===== src/rtl/spi_sfr_pkg.sv =====
// Shared SFR address map, status-bit positions and sequencer state encoding
// for the SPI SFR driver.
package spi_sfr_pkg;

    localparam logic [1:0] ADDR_CR1 = 2'b00;
    localparam logic [1:0] ADDR_CR2 = 2'b01;
    localparam logic [1:0] ADDR_BR  = 2'b10;
    localparam logic [1:0] ADDR_DR1 = 2'b11;

    localparam logic [2:0] RADDR_SR  = 3'b011;
    localparam logic [2:0] RADDR_DR2 = 3'b101;

    localparam int SR_DONE_BIT = 0;

    typedef enum logic [3:0] {
        ST_CFG_CR1,
        ST_CFG_CR2,
        ST_CFG_BR,
        ST_IDLE,
        ST_LOAD,
        ST_WAIT,
        ST_RD_REQ,
        ST_RD_CAP,
        ST_RESP
    } state_e;

endpackage


===== src/rtl/spi_sfr_driver.sv =====
// Sequencer: programs the SPI controller once after reset, then turns byte requests into
// DR1 write / SR poll / DR2 read SFR transactions. All outputs registered; no rsp backpressure.
module spi_sfr_driver
    import spi_sfr_pkg::*;
#(
    parameter logic [7:0] CR1_CFG = 8'h10,
    parameter logic [7:0] CR2_CFG = 8'h00,
    parameter logic [7:0] BR_CFG  = 8'h03,
    parameter int         TIMEOUT = 1023
) (
    input  logic       clk,
    input  logic       rst_n,
    input  logic       req_valid,
    output logic       req_ready,
    input  logic [7:0] req_data,
    input  logic [7:0] req_ssn,
    output logic       rsp_valid,
    output logic [7:0] rsp_data,
    output logic       rsp_timeout,
    output logic       busy,
    output logic [1:0] sfraddr_w,
    output logic       sfrwe,
    output logic [7:0] spidata_o,
    output logic [2:0] sfraddr_r,
    input  logic [7:0] sfr_data_i,
    output logic [7:0] spssn_o
);

    localparam int              CW      = $clog2(TIMEOUT + 1);
    localparam logic [CW-1:0]   CNT_MAX = CW'(TIMEOUT);

    state_e        state_q, state_d;
    logic [CW-1:0] cnt_q, cnt_d;
    logic          prev_done_q, prev_done_d;
    logic          req_ready_q, req_ready_d;
    logic          rsp_valid_q, rsp_valid_d;
    logic [7:0]    rsp_data_q, rsp_data_d;
    logic          rsp_timeout_q, rsp_timeout_d;
    logic          busy_q, busy_d;
    logic [1:0]    sfraddr_w_q, sfraddr_w_d;
    logic          sfrwe_q, sfrwe_d;
    logic [7:0]    spidata_q, spidata_d;
    logic [2:0]    sfraddr_r_q, sfraddr_r_d;
    logic [7:0]    spssn_q, spssn_d;
    logic          cur_done;
    logic          tmo_hit;

    always_comb begin
        state_d     = state_q;
        cnt_d       = cnt_q;
        prev_done_d = prev_done_q;
        rsp_data_d  = rsp_data_q;
        spssn_d     = spssn_q;
        cur_done    = sfr_data_i[SR_DONE_BIT];
        tmo_hit     = 1'b0;

        case (state_q)
            // Reset parks here with outputs idle; stay one cycle so the CR1 write is actually driven.
            ST_CFG_CR1: state_d = sfrwe_q ? ST_CFG_CR2 : ST_CFG_CR1;
            ST_CFG_CR2: state_d = ST_CFG_BR;
            ST_CFG_BR:  state_d = ST_IDLE;
            ST_IDLE: begin
                if (req_valid && req_ready_q) begin
                    state_d = ST_LOAD;
                    spssn_d = req_ssn;
                end
            end
            ST_LOAD: begin
                state_d     = ST_WAIT;
                cnt_d       = '0;
                prev_done_d = 1'b1;
            end
            ST_WAIT: begin
                prev_done_d = cur_done;
                cnt_d       = (cnt_q == CNT_MAX) ? cnt_q : cnt_q + CW'(1);
                // Only a fresh 0->1 edge counts; a done bit left over from the last transfer is ignored.
                if (!prev_done_q && cur_done) begin
                    state_d = ST_RD_REQ;
                end else if (cnt_q == CNT_MAX) begin
                    state_d    = ST_RESP;
                    tmo_hit    = 1'b1;
                    rsp_data_d = 8'h00;
                end
            end
            ST_RD_REQ: state_d = ST_RD_CAP;
            ST_RD_CAP: begin
                state_d    = ST_RESP;
                rsp_data_d = sfr_data_i;
            end
            ST_RESP:   state_d = ST_IDLE;
            default:   state_d = ST_CFG_CR1;
        endcase

        // Outputs are decoded from the next state so they line up with the state they belong to.
        req_ready_d   = 1'b0;
        rsp_valid_d   = 1'b0;
        rsp_timeout_d = 1'b0;
        busy_d        = 1'b1;
        sfrwe_d       = 1'b0;
        sfraddr_w_d   = 2'b00;
        spidata_d     = 8'h00;
        sfraddr_r_d   = 3'b000;

        case (state_d)
            ST_CFG_CR1: begin
                sfrwe_d     = 1'b1;
                sfraddr_w_d = ADDR_CR1;
                spidata_d   = CR1_CFG;
            end
            ST_CFG_CR2: begin
                sfrwe_d     = 1'b1;
                sfraddr_w_d = ADDR_CR2;
                spidata_d   = CR2_CFG;
            end
            ST_CFG_BR: begin
                sfrwe_d     = 1'b1;
                sfraddr_w_d = ADDR_BR;
                spidata_d   = BR_CFG;
            end
            ST_IDLE: begin
                req_ready_d = 1'b1;
                busy_d      = 1'b0;
            end
            ST_LOAD: begin
                sfrwe_d     = 1'b1;
                sfraddr_w_d = ADDR_DR1;
                spidata_d   = req_data;
                // SR read is issued here so the first WAIT cycle already sees real status.
                sfraddr_r_d = RADDR_SR;
            end
            ST_WAIT:   sfraddr_r_d = RADDR_SR;
            ST_RD_REQ: sfraddr_r_d = RADDR_DR2;
            ST_RESP: begin
                rsp_valid_d   = 1'b1;
                rsp_timeout_d = tmo_hit;
                spssn_d       = 8'hFF;
            end
            default: ;
        endcase
    end

    always_ff @(posedge clk or negedge rst_n) begin
        if (!rst_n) begin
            state_q       <= ST_CFG_CR1;
            cnt_q         <= '0;
            prev_done_q   <= 1'b1;
            req_ready_q   <= 1'b0;
            rsp_valid_q   <= 1'b0;
            rsp_data_q    <= 8'h00;
            rsp_timeout_q <= 1'b0;
            busy_q        <= 1'b1;
            sfraddr_w_q   <= 2'b00;
            sfrwe_q       <= 1'b0;
            spidata_q     <= 8'h00;
            sfraddr_r_q   <= 3'b000;
            spssn_q       <= 8'hFF;
        end else begin
            state_q       <= state_d;
            cnt_q         <= cnt_d;
            prev_done_q   <= prev_done_d;
            req_ready_q   <= req_ready_d;
            rsp_valid_q   <= rsp_valid_d;
            rsp_data_q    <= rsp_data_d;
            rsp_timeout_q <= rsp_timeout_d;
            busy_q        <= busy_d;
            sfraddr_w_q   <= sfraddr_w_d;
            sfrwe_q       <= sfrwe_d;
            spidata_q     <= spidata_d;
            sfraddr_r_q   <= sfraddr_r_d;
            spssn_q       <= spssn_d;
        end
    end

    assign req_ready   = req_ready_q;
    assign rsp_valid   = rsp_valid_q;
    assign rsp_data    = rsp_data_q;
    assign rsp_timeout = rsp_timeout_q;
    assign busy        = busy_q;
    assign sfraddr_w   = sfraddr_w_q;
    assign sfrwe       = sfrwe_q;
    assign spidata_o   = spidata_q;
    assign sfraddr_r   = sfraddr_r_q;
    assign spssn_o     = spssn_q;

endmodule


===== config.mk =====
export PLATFORM = sky130hd
export DESIGN_NAME = spi_sfr_driver
export DESIGN_NICKNAME = d
export VERILOG_FILES = /design/src/rtl/spi_sfr_pkg.sv /design/src/rtl/spi_sfr_driver.sv
export SDC_FILE = /design/constraint.sdc
export NUM_CORES = 1
export LEC_CHECK = 0
export CAP_MARGIN = 20
export CORE_ASPECT_RATIO = 0.8
export CORE_UTILIZATION = 35
export DETAILED_ROUTE_END_ITERATION = 8
export HOLD_SLACK_MARGIN = 0.06
export PLACE_DENSITY = 0.59
export SKIP_LAST_GASP = 1
export SLEW_MARGIN = 20
export SYNTH_ARGS = -nofsm -noshare
export SYNTH_HDL_FRONTEND = slang
export SYNTH_SLANG_ARGS = --single-unit

===== constraint.sdc =====
create_clock -name clk -period 2.4 [get_ports clk]
set_input_delay 0.6 -clock clk [delete_from_list [all_inputs] [get_ports clk]]
set_output_delay 0.6 -clock clk [all_outputs]
set_load 0.05 [all_outputs]

Word-level counts from Yosys, hierarchy flattened
Index checks and enable logic that the tools add are counted.
Storage, ports and cells
  bits of input ports: 27
  register bits: 49
  memories kept: 0
  RAM bits: 0
  latch bits: 0
  ROM bits: 0
  output and inout port bits: 34
Cells by class
  div/mod/pow operators: 0
  $lt $le $gt $ge: 0
  reduce and logical (&&, ||, !) cells: 15
  eq/ne operators: 19
  muxes and demuxes: 25
  shift-type cells: 0
  bitwise operators: 0
  multipliers: 0
  add/sub/neg operators: 1
Operators by type and width (number)
  $mux 8: 5
  $pmux 4 s8: 1
  $eq 4x3->1 const B: 7
  $pmux 8 s3: 1
  $pmux 10 s2: 1
  $eq 4x2->1 const B: 4
  $pmux 8 s2: 1
  $mux 4: 3
  $add 10x1->10 const B: 1
  $eq 10x10->1 const B: 1
  $mux 10: 1
  $mux 1: 9
  $eq 4x1->1 const B: 2
  $eq 4x4->1 const B: 2
  $logic_not 4->1: 2
  $reduce_bool 2->1: 4
  $ne 2x2->1 const B: 3
  $pmux 2 s3: 1
  $pmux 3 s2: 1
  $reduce_and 2->1: 2
  $reduce_or 2->1: 2
  $reduce_or 4->1: 1
  $reduce_and 3->1: 1
  $logic_and 1x1->1: 2
  2 further kinds: 2

Longest topological paths before layout
Gate-level depths: netlist of run 1.
  word-level depth: 7
  gate-level depth with buffers: 7
  mapped depth without buffers: 5

Least setup slack after synthesis of run 1
Ideal clock, no wire load.
  path type: register to register
  start: register req_ready_q (netlist: req_ready)
  end: register spssn_q[0] (netlist: spssn_o[0])
  cell stages (with the launch flop): 6
  setup slack: 0.635 ns
  data arrival time: 1.665 ns
  library setup time: 0.101 ns
  cell sequence: dfrtp_1 nand2_1 or4_1 clkbuf_1 nand2_1 nand3_1
On the way
  longest elaborated chain between the ends: 6
RTL lines
  start, declared: line spi_sfr_driver.sv:35  | logic req_ready_q, req_ready_d;
  start signal, assigned: line spi_sfr_driver.sv:161  | req_ready_q <= req_ready_d;
  $logic_and 1x1->1 *: line spi_sfr_driver.sv:63  | if (req_valid && req_ready_q) begin
  $mux 4: line spi_sfr_driver.sv:63
  $pmux 4 s8: line spi_sfr_driver.sv:57  | case (state_q)
  $eq 4x4->1: line spi_sfr_driver.sv:104  | case (state_d)
  $reduce_bool 2->1 (no source line)
  $reduce_and 2->1 (no source line)
  end signal, assigned: line spi_sfr_driver.sv:170  | spssn_q <= spssn_d;
  end, declared: line spi_sfr_driver.sv:44  | logic [7:0] spssn_q, spssn_d;
Every way passes the cells marked *; elsewhere a longest branch is shown, timed or not.
A chain may end at the register's enable or synchronous reset.

Final worst setup path of run 1
  start: register spssn_q[7] (netlist: spssn_o[7])
  end: output spssn_o[7]
RTL lines
  end, declared: line spi_sfr_driver.sv:26  | output logic [7:0] spssn_o
No word-level cell between the ends.

==> impl_summary.md, run 1 <==
Run status
The run finished with clean final reports.

Placed design
The count of buffers from port buffering is 60. Before CTS, the worst setup slack after placement is 0.159 ns. The placed wire-length estimate after detailed placement is 3.38 mm.

The number of placed instances, taps included, is 351. The routability-driven placement congestion ratio is 0.717. The cell area after placement is 2860 um2.

GRT
Summed over all layers, the global routing overflow is 0. The largest net degree at the start of global routing is 28. The via count of the first global-routing pass came to 1,571. In this run the most used layer during global routing was met1. The wire length of the first global-routing pass is 7.76 mm. The number of antenna violations at the first check in global routing came to 0. The met2 usage in global routing is 20.9%. Global routing used 15.0% of the available tracks. The fraction of met1 tracks used by global routing is 23.1%. In the global route stage, met3 resource usage came out at 3.56%.

Worst setup path
The critical path data required time is 1.80 ns. The maximum fanout count along the critical path is 2. For flop-to-flop paths, the worst setup slack is 0.50 ns. The number of buffers and inverters on the critical path is 1. The worst setup path is launched from a flip-flop.

For the worst setup path, the data arrival time is 1.63 ns. The family with the most delay on the worst path is buffers and inverters. The signal on the critical path passes through clkdlybuf4s50_1.

The startpoint identified for the worst register-to-register timing path is state_q[1]. STA classifies the critical path endpoint as a primary output. For this run, the slowest stage of the critical path takes 0.80 ns. The worst register-to-register path ends at spssn_o[3]. The worst setup path is of the reg -> out kind. The cell depth of the worst flop-to-flop path is 4.

The slowest library cell on the worst path is clkdlybuf4s50_1.

Detailed routing
The pre-antenna-repair detailed-routing pass consisted of 4 iterations. In the final routed layout, each cell accounts on average for 13.1 um. The number of vias per cell after detailed routing is 4.76. In the routed design, unresolved DRC markers number 0. Once detail routing completed, the nets flagged for antenna violations numbered 0. The first routing iteration left 64 violations. The final routed wirelength across all metal layers is 4.69 mm. The via count is 1,709.

Run
The tool flagged a number of max-cap violations equal to 0.

Final layout
The fraction of layout instances using a drive strength above 1 is 10.4%. The final standard cell count with taps included and fillers excluded is 359. The post-route core utilization is 49.6%.

The growth of design area from synthesis to finish is 36.2%. The area of all placed cells without fillers is 2950 um2. The count of nets after finishing is 305. In the final layout, the multi-input gates occupy 866 um2. The storage element area is 1240 um2. 0 antenna diodes ended up in the layout. The number of filler instances in the final layout is 596.

STA
Headroom to the max-slew limit came out at 63.7%. The max-slew violation count is 0. Setup violations remaining at the end of the flow were counted as 0.

The clock period minus worst slack is 2.23 ns. Setup repair after global routing left no endpoint under its margin. At the pin with the least slew margin, the transition time is 0.544 ns.

Summed over all failing endpoints, the final setup total negative slack is 0 ns. Across all setup checks in the final design, the least slack found is 0.166 ns. Across the routed clock network, the largest skew measured is 0.00890 ns. The worst hold slack is 0.284 ns.

For this run, the top clock speed supported by timing is 0.448 GHz. The count of endpoints failing hold in the final timing report is 0. Dividing the final minimum period by the clock period gives 93.1%.

Yosys
The portion of synthesized area spent on multiplexers is 0.925%. The synthesized-area fraction occupied by xor and xnor cells is 1.21%. The number of unique standard cell types used by synthesis is 44.

The share of the synthesized area in the top cell type is 45.1%. The synthesized design spends more area on one cell type than any other, namely dfrtp_1. In the synthesized netlist the dominant register cell turns out to be dfrtp_1. The synthesized netlist cell count is 215. Synthesis inferred 49 register bits. Synthesis produced a netlist with a net count of 243. The post-synthesis average cell area is 10.1 um2. Summing the sequential cell areas from Yosys gives 57.2% of the chip area.

By area the synthesized netlist is led by dfrtp_1 45%, dfstp_2 12%, nand2_1 8.7%. The post-synthesis share of cell area spent on and, or, nand and nor gates is 25.7%. Counting flops with a built-in enable in the synthesized netlist gives 0. The complex-gate fraction of the synthesized area is 11.6%.

The number of warnings printed during yosys synthesis is 0. The fraction of registers with async set or reset after synthesis is 100%. The combined area of all synthesized cells is 2160 um2. Of the total synthesized cell area, the portion taken by full adders, half adders and majority gates is 0.578%.

The main combinational cell family by area after synthesis is simple AND/OR/NAND/NOR gates.

Floorplan
Row generation in the floorplan step produced 25 rows. The die is 89.9 um wide. During I/O placement, the number of pins put on the boundary was 61. In this run the standard cell core region covers 5940 um2. The height of the die is 72.3 um.

The die covers 6510 um2. The starting density of the core is 36.4%.

CTS
The hold buffer count at CTS is 0. The clock net in this run drives a total of 49 sinks. The cell sitting at the root of the clock tree is a clkbuf_8. In this run, post-CTS repair resized a total of 0 instances. The clock tree from TritonCTS is yes. The deepest clock path buffer count is 2. The H-tree was split into 2 levels.

The clock edge transition at the registers on the reported setup and hold paths is 0.08 ns. The number of setup buffers added after CTS is 0. The total clock buffers created by CTS is 5. The source-to-sink clock delay at the later pin of the worst-skew pair is 0.30 ns.

Power and ir drop
The maximum VDD drop is 0.506 mV. The power per unit of standard cell area is 1300 nW/um2. The leakage dissipation is 1.29 nW. The design draws 3.82 mW.

Hold path
The kind of path behind the tightest hold check is in -> async.
[flip-flops by register name (all words and copies together) (netlist names)]
register and cells:
cnt_q 10, spssn_o 8, sfrwe 1, spidata_o 8
prev_done_q 1, rsp_valid 1, state_q 4, sfraddr_r 3
sfraddr_w 2, busy 1, rsp_data 8, rsp_timeout 1
req_ready 1
[layout by cell type, fill, tap and decap left out, types with 3 or more instances in the layout]
cell | synthesis | final
nand2_1 | 50 | 50
or3_1 | 3 | 3
clkbuf_8 | 0 | 6
clkdlybuf4s50_1 | 0 | 59
dfstp_2 | 10 | 10
nand2b_1 | 5 | 5
and2_1 | 7 | 7
dfrtp_1 | 39 | 39
o21ai_0 | 15 | 15
nand3_1 | 15 | 15
a211oi_1 | 3 | 3
nor2_1 | 11 | 11
inv_1 | 5 | 5
a21oi_1 | 9 | 9
[area by class of cell]
cell class	instances	share of cell area, %
clock buffer	7	2.93
clock inverter	1	0.255
inverter	5	0.636
multi-input combinational	153	29.4
sequential	49	42.0
tap	81	3.44
timing repair buffer	63	21.4
[layer usage]
metal | vias to the layer above | wire (um)
met2 | 43 | 2000
met1 | 806 | 2460
met3 | 2 | 193
met5 | - | 0
li1 | 858 | -
met4 | 0 | 30
[logic make-up (layout without fill, tap and decap cells)]
group | Yosys count | count (layout)
AND/OR/NAND/NOR | 109 | 109
flip-flops | 49 | 49
adder cells (fa/ha/maj) | 1 | 1
XOR/XNOR | 3 | 3
buffers and inverters | 13 | 76
multiplexers | 2 | 2
AO/OA/AOI/OAI | 38 | 38
[power breakdown]
part           total [mW]  switching [mW]  internal (mW)
Sequential           1.38           0.216           1.16
Combinational        1.94            1.27          0.671
Clock               0.496           0.261          0.234
[cell usage after synthesis, types with 2 or more instances]
library cell and count:
or3_1 3, nand3_1 15, and2b_1 2, nand2b_1 5, a211oi_1 3, nand2_1 50, inv_1 5, mux2i_1 2
and2_1 7, nand4_1 2, dfrtp_1 39, a21oi_1 9, nor2_1 11, buf_2 5, a31oi_1 2, o21ai_0 15
dfstp_2 10, and3_1 2, xnor2_1 2, nor3_1 2
[how the worst max path moves through the flow]
stage | from | endpoint | cells past startpoint
after floorplan | req_ready | spssn_o[0] | 5
after global placement | req_valid | spssn_o[1] | 5
after detailed placement | req_valid | spssn_o[3] | 5
after CTS | spssn_o[5] | spssn_o[5] | 1
after global routing | spssn_o[1] | spssn_o[1] | 1
final | spssn_o[7] | spssn_o[7] | 1
[worst reg2reg max path, cell delays in order (launching register included)]
cell and delay [ns]:
dfrtp_1 0.64, nand2_1 0.28, or4_1 0.66, nand2_1 0.14, nand3_1 0.09
(Power assumes the default switching activity.)
==> run 2, diff against run 1 <==
--- a/config.mk
+++ b/config.mk
@@ -7,10 +7,12 @@
 export LEC_CHECK = 0
 export CAP_MARGIN = 20
 export CORE_ASPECT_RATIO = 0.8
+export CORE_MARGIN = 1.5
 export CORE_UTILIZATION = 35
 export DETAILED_ROUTE_END_ITERATION = 8
-export HOLD_SLACK_MARGIN = 0.06
-export PLACE_DENSITY = 0.59
+export DONT_BUFFER_PORTS = 1
+export HOLD_SLACK_MARGIN = 0.15
+export PLACE_DENSITY = 0.46
 export SKIP_LAST_GASP = 1
 export SLEW_MARGIN = 20
 export SYNTH_ARGS = -nofsm -noshare
==> impl_summary.md, run 2 (synthesis results as in run 1) <==
STA
The worst-margin pin slew came to 0.523 ns (was 0.544 ns). The achievable clock frequency is 0.528 GHz (was 0.448 GHz). The setup TNS is 0 ns (unchanged). The setup violation total in the final timing report is 0 (unchanged). The post-route clock skew is 0.0115 ns (was 0.00890 ns).

The final clock period utilization by the worst path was 78.9% (was 93.1%). The max-slew violation count was 0 (unchanged). Unrepaired setup endpoints after global routing: no (unchanged).

The clock period minus worst slack was 1.89 ns (was 2.23 ns). The worst slew margin relative to its limit is 65.0% (was 63.7%). The count of endpoints failing hold in the final timing report was 0 (unchanged).

Power and ir drop
The leakage dissipation is 1.08 nW (was 1.29 nW). The share of total power in the clock network was 17.5% (was 13.0%). The overall power is 3.51 mW (was 3.82 mW).

The power per unit of standard cell area is 1470 nW/um2 (was 1300 nW/um2). The share of total power consumed by net switching is 49.0% (was 45.8%). The part of the power in combinational logic is 20.0% (was 50.9%). The net switching power is 1.72 mW (was 1.75 mW).

The internal portion of total power was 1.79 mW (was 2.07 mW). The maximum VDD drop is 0.552 mV (was 0.506 mV). The proportion of power drawn by flip-flops and latches is 62.5% (was 36.1%).

CTS
The clock edge transition at the registers on the reported setup and hold paths is 0.09 ns (was 0.08 ns). The clock tree root driver cell is clkbuf_8 (unchanged). The post-CTS setup buffer count is 0 (unchanged).

The deepest clock path buffer count came to 2 (unchanged). The clock tree from TritonCTS is yes (unchanged). The number of H-tree levels is 2 (unchanged). The source-to-sink clock delay at the later pin of the worst-skew pair is 0.31 ns (was 0.30 ns). The clock sink total came to 49 (unchanged). The total clock buffers created by CTS is 5 (unchanged).

GRT
The largest net degree at the start of global routing is 50 (was 28). The number of antenna violations at the first check in global routing was 0 (unchanged). The via count of the first global-routing pass is 1,524 (was 1,571). The wire length of the first global-routing pass is 7.53 mm (was 7.76 mm).

The total global routing overflow was 0 (unchanged). The global-route usage over all layers came to 14.7% (was 15.0%).

Final layout
The growth of design area from synthesis to finish is 10.8% (was 36.2%). The count of nets after finishing is 246 (was 305). The fraction of layout instances using a drive strength above 1 is 13.2% (was 10.4%). The register with the most flip-flops is cnt_q (unchanged).

The flip-flop count of the largest register after layout came to 10 (unchanged). The area of all placed cells without fillers came to 2400 um2 (was 2950 um2). The commonest non-fill, non-tap cell in the layout is nand2_1 (was clkdlybuf4s50_1). Most frequent cells in the layout: 50 x nand2_1, 39 x dfrtp_1, 15 x o21ai_0, 15 x nand3_1, 11 x nor2_1 (was 59 x clkdlybuf4s50_1, 50 x nand2_1, 39 x dfrtp_1). The antenna cell count is 0 (unchanged).

Detailed routing
The number of vias per cell after detailed routing is 5.19 (was 4.76). The detailed router's first-iteration violation count is 101 (was 64). The final antenna-violating net count was 0 (unchanged). The via count is 1,556 (was 1,709). The average detailed-routed wire length per instance is 15.2 um (was 13.1 um). The final routed wirelength across all metal layers is 4.57 mm (was 4.69 mm). The count of unresolved DRC violations after routing is 0 (unchanged).

The number of iterations in the first detailed-routing pass is 4 (unchanged).

Worst setup path
The arrival time at the worst endpoint was 2.10 ns (was 1.63 ns). Cells along the critical path: nand2_1 > or4_1 > nand2_1 > nand3_1 (was clkdlybuf4s50_1). The kind of end point of the critical path is a flip-flop (was primary output). The critical path startpoint category is a flip-flop (unchanged). The cell that appears most often on the critical path is nand2_1. The startpoint-to-endpoint class of the critical path was reg -> reg (was reg -> out).

The slowest library cell on the worst path was or4_1 (was clkdlybuf4s50_1). The critical path data required time was 2.60 ns (was 1.80 ns). The maximum fanout count along the critical path is 15 (was 2). The highest cell delay on the worst timing path is 0.67 ns (was 0.80 ns).

Placed design
The routability-driven placement congestion ratio is 0.912 (was 0.717). The cell area after placement was 2240 um2 (was 2860 um2). The placed wire-length estimate after detailed placement is 3.23 mm (was 3.38 mm). The count of buffers from port buffering is 0 (was 60).

Floorplan
The starting density of the core is 36.4% (unchanged). The boundary pin count came to 61 (unchanged). The height of the die was 73.3 um (was 72.3 um).

The area inside the core boundary is 5940 um2 (unchanged). The number of placement rows is 25 (unchanged). The floorplan die width is 90.9 um (was 89.9 um).

The die area was 6670 um2 (was 6510 um2).

Run
The count of maximum capacitance violations is 0 (unchanged).

Hold path
The kind of path behind the tightest hold check is in -> reg (was in -> async).

Run status
Result of the run: complete, no violations (unchanged).
[run 2: cell types whose count changed in the layout (fill, tap and decap cells not counted), sizes merged]
cell,change
dlygate4sd3,+1
clkdlybuf4s50,-59
clkbuf,-1
buf,-1
bufinv,+1
[run 2: routing by layer]
metal | GRT usage, % | share of wire [%] | vias up
li1 | - | - | 752
met1 | 19.9 | 49 | 745
met2 | 20.9 | 42 | 51
met3 | 5.38 | 7.5 | 8
met4 | 6.60 | 1.5 | 0
met5 | 0 | 0 | -
[run 2: final timing paths]
| check | from | to | slack, ns | depth (start not counted) |
|---|---|---|---|---|
| max in group asynchronous | rst_n | spssn_o[5] | 1.32 | 2 |
| hold / removal | req_ssn[3] | spssn_o[3] | 0.40 | 2 |
| min in group asynchronous | rst_n | rsp_data[6] | 0.80 | 2 |
| hold reg to reg | prev_done_q | prev_done_q | 0.50 | 2 |
| setup / recovery | state_q[0] | spssn_o[0] | 0.51 | 4 |
| setup reg to reg | state_q[0] | spssn_o[0] | 0.51 | 4 |
[run 2: power groups by stage]
stage,Clock [mW],Sequential (mW),Combinational [mW]
floorplan,0,2.12,0.593
global placement,0,2.21,0.666
detailed placement,0,2.21,0.687
CTS,0.633,2.20,0.713
global route,0.669,2.24,0.811
finish,0.614,2.20,0.704
[run 2: area by class of cell]
type | instances | area (um2)
Clock buffer | 6 | 82.6
Clock inverter | 2 | 37.5
Fill cell | 605 | 3550
Inverter | 5 | 18.8
Multi-Input combinational cell | 153 | 866
Sequential cell | 49 | 1240
Tap cell | 81 | 101
Timing Repair Buffer | 4 | 52.6
[run 2: what timing repair did]
action / CTS / global route
gates resized for setup: 0 / 0
endpoints found under the hold margin: 49 / 0
hold buffers: 2 / 0
[run 2: worst max-delay path, delay by kind of cell (launching register included)]
family	cells	cell delay (ns)
flip-flops	1	0.62
AND/OR/NAND/NOR	4	1.18
[run 2: through the flow]
stage	std cells	util [%]	setup WS [ns]	hold slack, ns
3_3_place_gp	290	37.7	0.564	0.306
4_1_cts	300	40.3	0.508	0.392
3_5_place_dp	290	37.7	0.521	0.306
2_1_floorplan	215	-	0.635	0.304
5_1_grt	300	40.3	0.280	0.382
6_report	300	40.3	0.506	0.402
==> run 3, diff against run 2 <==
==> constraint.sdc (replaced) <==
create_clock -name clk -period 1.9 [get_ports clk]
set_input_delay 0.475 -clock clk [delete_from_list [all_inputs] [get_ports clk]]
set_output_delay 0.475 -clock clk [all_outputs]
set_load 0.05 [all_outputs]
==> impl_summary.md, run 3 (synthesis results as in run 1) <==
STA
The post-route clock skew came to 0.00923 ns (was 0.0115 ns). The worst slew margin relative to its limit is 65.2% (was 65.0%). The setup TNS is 0 ns (unchanged). The worst hold slack is 0.284 ns (was 0.402 ns). The achievable clock frequency is 0.573 GHz (was 0.528 GHz).

Unrepaired setup endpoints after global routing: no (unchanged). The final worst setup slack is 0.155 ns (was 0.506 ns). The setup violation total in the final timing report was 0 (unchanged). The max-slew violation count is 0 (unchanged). The count of endpoints failing hold in the final timing report is 0 (unchanged). The final clock period utilization by the worst path was 91.9% (was 78.9%). The worst-margin pin slew came to 0.522 ns (was 0.523 ns). The clock period minus worst slack is 1.75 ns (was 1.89 ns).

GRT
The met2 usage in global routing came to 21.3% (was 20.9%). The largest net degree at the start of global routing is 50 (unchanged). The total global routing overflow came to 0 (unchanged). The via count of the first global-routing pass is 1,533 (was 1,524). The met3 capacity usage during global routing is 5.38% (unchanged). The global-route usage over all layers is 14.2% (was 14.7%). The busiest layer in global routing was met2 (unchanged).

The wire length of the first global-routing pass is 7.42 mm (was 7.53 mm). The fraction of met1 tracks used by global routing came to 19.2% (was 19.9%). The number of antenna violations at the first check in global routing is 0 (unchanged).

Placed design
The worst setup slack after placement is 0.0703 ns (was 0.521 ns). The placed wire-length estimate after detailed placement is 3.34 mm (was 3.23 mm). The cell total after placement is 297 (was 290). The routability-driven placement congestion ratio is 0.808 (was 0.912). The count of buffers from port buffering is 0 (unchanged).

Final layout
The register with the most flip-flops is cnt_q (unchanged). The count of nets after finishing is 253 (was 246). The commonest non-fill, non-tap cell in the layout is nand2_1 (unchanged).

Most frequent cells in the layout: 50 x nand2_1, 38 x dfrtp_1, 15 x o21ai_0, 15 x nand3_1, 11 x nor2_1 (was 50 x nand2_1, 39 x dfrtp_1, 15 x o21ai_0, 15 x nand3_1, 11 x nor2_1). The number of filler instances in the final layout is 599 (was 605). The fraction of layout instances using a drive strength above 1 is 16.8% (was 13.2%).

The growth of design area from synthesis to finish is 12.9% (was 10.8%). The flip-flop count of the largest register after layout is 10 (unchanged). The antenna cell count is 0 (unchanged).

The final standard cell count with taps included and fillers excluded was 307 (was 300).

Detailed routing
The number of vias per cell after detailed routing came to 5.04 (was 5.19). The via count is 1,547 (was 1,556). The count of unresolved DRC violations after routing is 0 (unchanged).

The final antenna-violating net count was 0 (unchanged). The number of iterations in the first detailed-routing pass is 4 (unchanged). The final routed wirelength across all metal layers is 4.61 mm (was 4.57 mm). The average detailed-routed wire length per instance was 15.0 um (was 15.2 um). The detailed router's first-iteration violation count is 127 (was 101).

Worst setup path
The beginning of the worst register-to-register path is cnt_q[0] (was state_q[0]). The internal reg-to-reg setup slack is 0.15 ns (was 0.51 ns). The family with the most delay on the worst path was compound AO/OA/AOI/OAI gates (was simple AND/OR/NAND/NOR gates). The slowest library cell on the worst path is o31ai_2 (was or4_1).

The startpoint-to-endpoint class of the critical path is reg -> reg (unchanged). The maximum fanout count along the critical path is 8 (was 15). The critical path startpoint category is a flip-flop (unchanged).

The arrival time at the worst endpoint is 1.96 ns (was 2.10 ns). Cells along the critical path: ha_1 > nand4_1 > o31ai_2 > o21ai_0 > a21oi_1 (was nand2_1 > or4_1 > nand2_1 > nand3_1). The kind of end point of the critical path is a flip-flop (unchanged). The highest cell delay on the worst timing path is 0.41 ns (was 0.67 ns).

The critical path data required time is 2.12 ns (was 2.60 ns). The cell depth of the worst flop-to-flop path came to 5 (was 4). The buffers plus inverters on the worst setup path was 0 (unchanged). The startpoint of the most critical setup path is cnt_q[0] (was state_q[0]). The terminus of the critical flop-to-flop path is cnt_q[3] (was spssn_o[0]).

Hold path
The end point of the worst hold path is spssn_o[3] (unchanged). The cell depth of the worst min-delay path was 2 (unchanged). The source of the worst hold timing path is req_ssn[3] (unchanged). The kind of path behind the tightest hold check is in -> reg (unchanged).

CTS
The source-to-sink clock delay at the later pin of the worst-skew pair is 0.29 ns (was 0.31 ns). The clock tree root driver cell is clkbuf_8 (unchanged). The total clock buffers created by CTS is 5 (unchanged). The number of H-tree levels is 2 (unchanged). The clock sink total is 49 (unchanged). The deepest clock path buffer count is 2 (unchanged). The clock edge transition at the registers on the reported setup and hold paths is 0.09 ns (about the same). The post-CTS setup buffer count came to 0 (unchanged). The clock tree from TritonCTS was yes (unchanged).

Power and ir drop
The overall power was 4.45 mW (was 3.51 mW). The leakage dissipation came to 1.11 nW (was 1.08 nW). The maximum VDD drop is 0.617 mV (was 0.552 mV). The power per unit of standard cell area is 1820 nW/um2 (was 1470 nW/um2).

Run
The count of maximum capacitance violations is 0 (unchanged).

Floorplan
The area inside the core boundary is 5940 um2 (unchanged). The die area is 6670 um2 (unchanged). The floorplan die width came to 90.9 um (unchanged). The number of placement rows is 25 (unchanged). The height of the die is 73.3 um (unchanged). The starting density of the core was 36.4% (unchanged). The boundary pin count is 61 (unchanged).

Run status
Result of the run: complete, no violations (unchanged).
[run 3: cell types whose count changed in the layout (fill, tap and decap cells not counted), sizes merged]
cell / change
clkinv: +1
clkinvlp: -1
buf: +7
[run 3: metal layers]
metal	wire, um	share of wire (%)	up-vias
li1	-	-	754
met1	2120	46	738
met2	2100	46	53
met3	363	7.9	2
met4	19	0.41	0
met5	0	0	-
[run 3: cell type report]
type                    instances  area (um2)  share of cell area [%]
repair buffers                 11         105                    4.30
clock inverters                 2        35.0                    1.43
flip-flops and latches         49        1240                    50.7
well taps                      81         101                    4.15
multi-input cells             153         872                    35.7
clock buffers                   6        72.6                    2.97
inverters                       5        18.8                   0.768
[run 3: per-stage QoR]
step | utilization (%) | cell area [um2]
global route | 41.1 | 2440
detailed placement | 38.6 | 2290
finish | 41.1 | 2440
global placement | 38.6 | 2290
floorplan | - | 2160
CTS | 41.0 | 2440
[run 3: worst max-delay path by stage]
stage | endpoint | cells after the start
2_1_floorplan | spssn_o[0] | 5
3_3_place_gp | cnt_q[3] | 5
3_5_place_dp | cnt_q[3] | 5
4_1_cts | cnt_q[3] | 5
5_1_grt | state_q[2] | 5
6_report | cnt_q[3] | 5
[run 3: what timing repair did]
action / 4_1_cts / 5_1_grt
hold buffers: 2 / 0
resized for setup: 0 / 3
hold endpoints to repair: 49 / 0
endpoints found under the setup margin: 0 / 10
[run 3: power breakdown]
group,total (mW),switching (mW),internal [mW]
Clock,0.711,0.320,0.391
Combinational,0.978,0.563,0.415
Sequential,2.76,1.28,1.48
Total,4.45,2.16,2.29
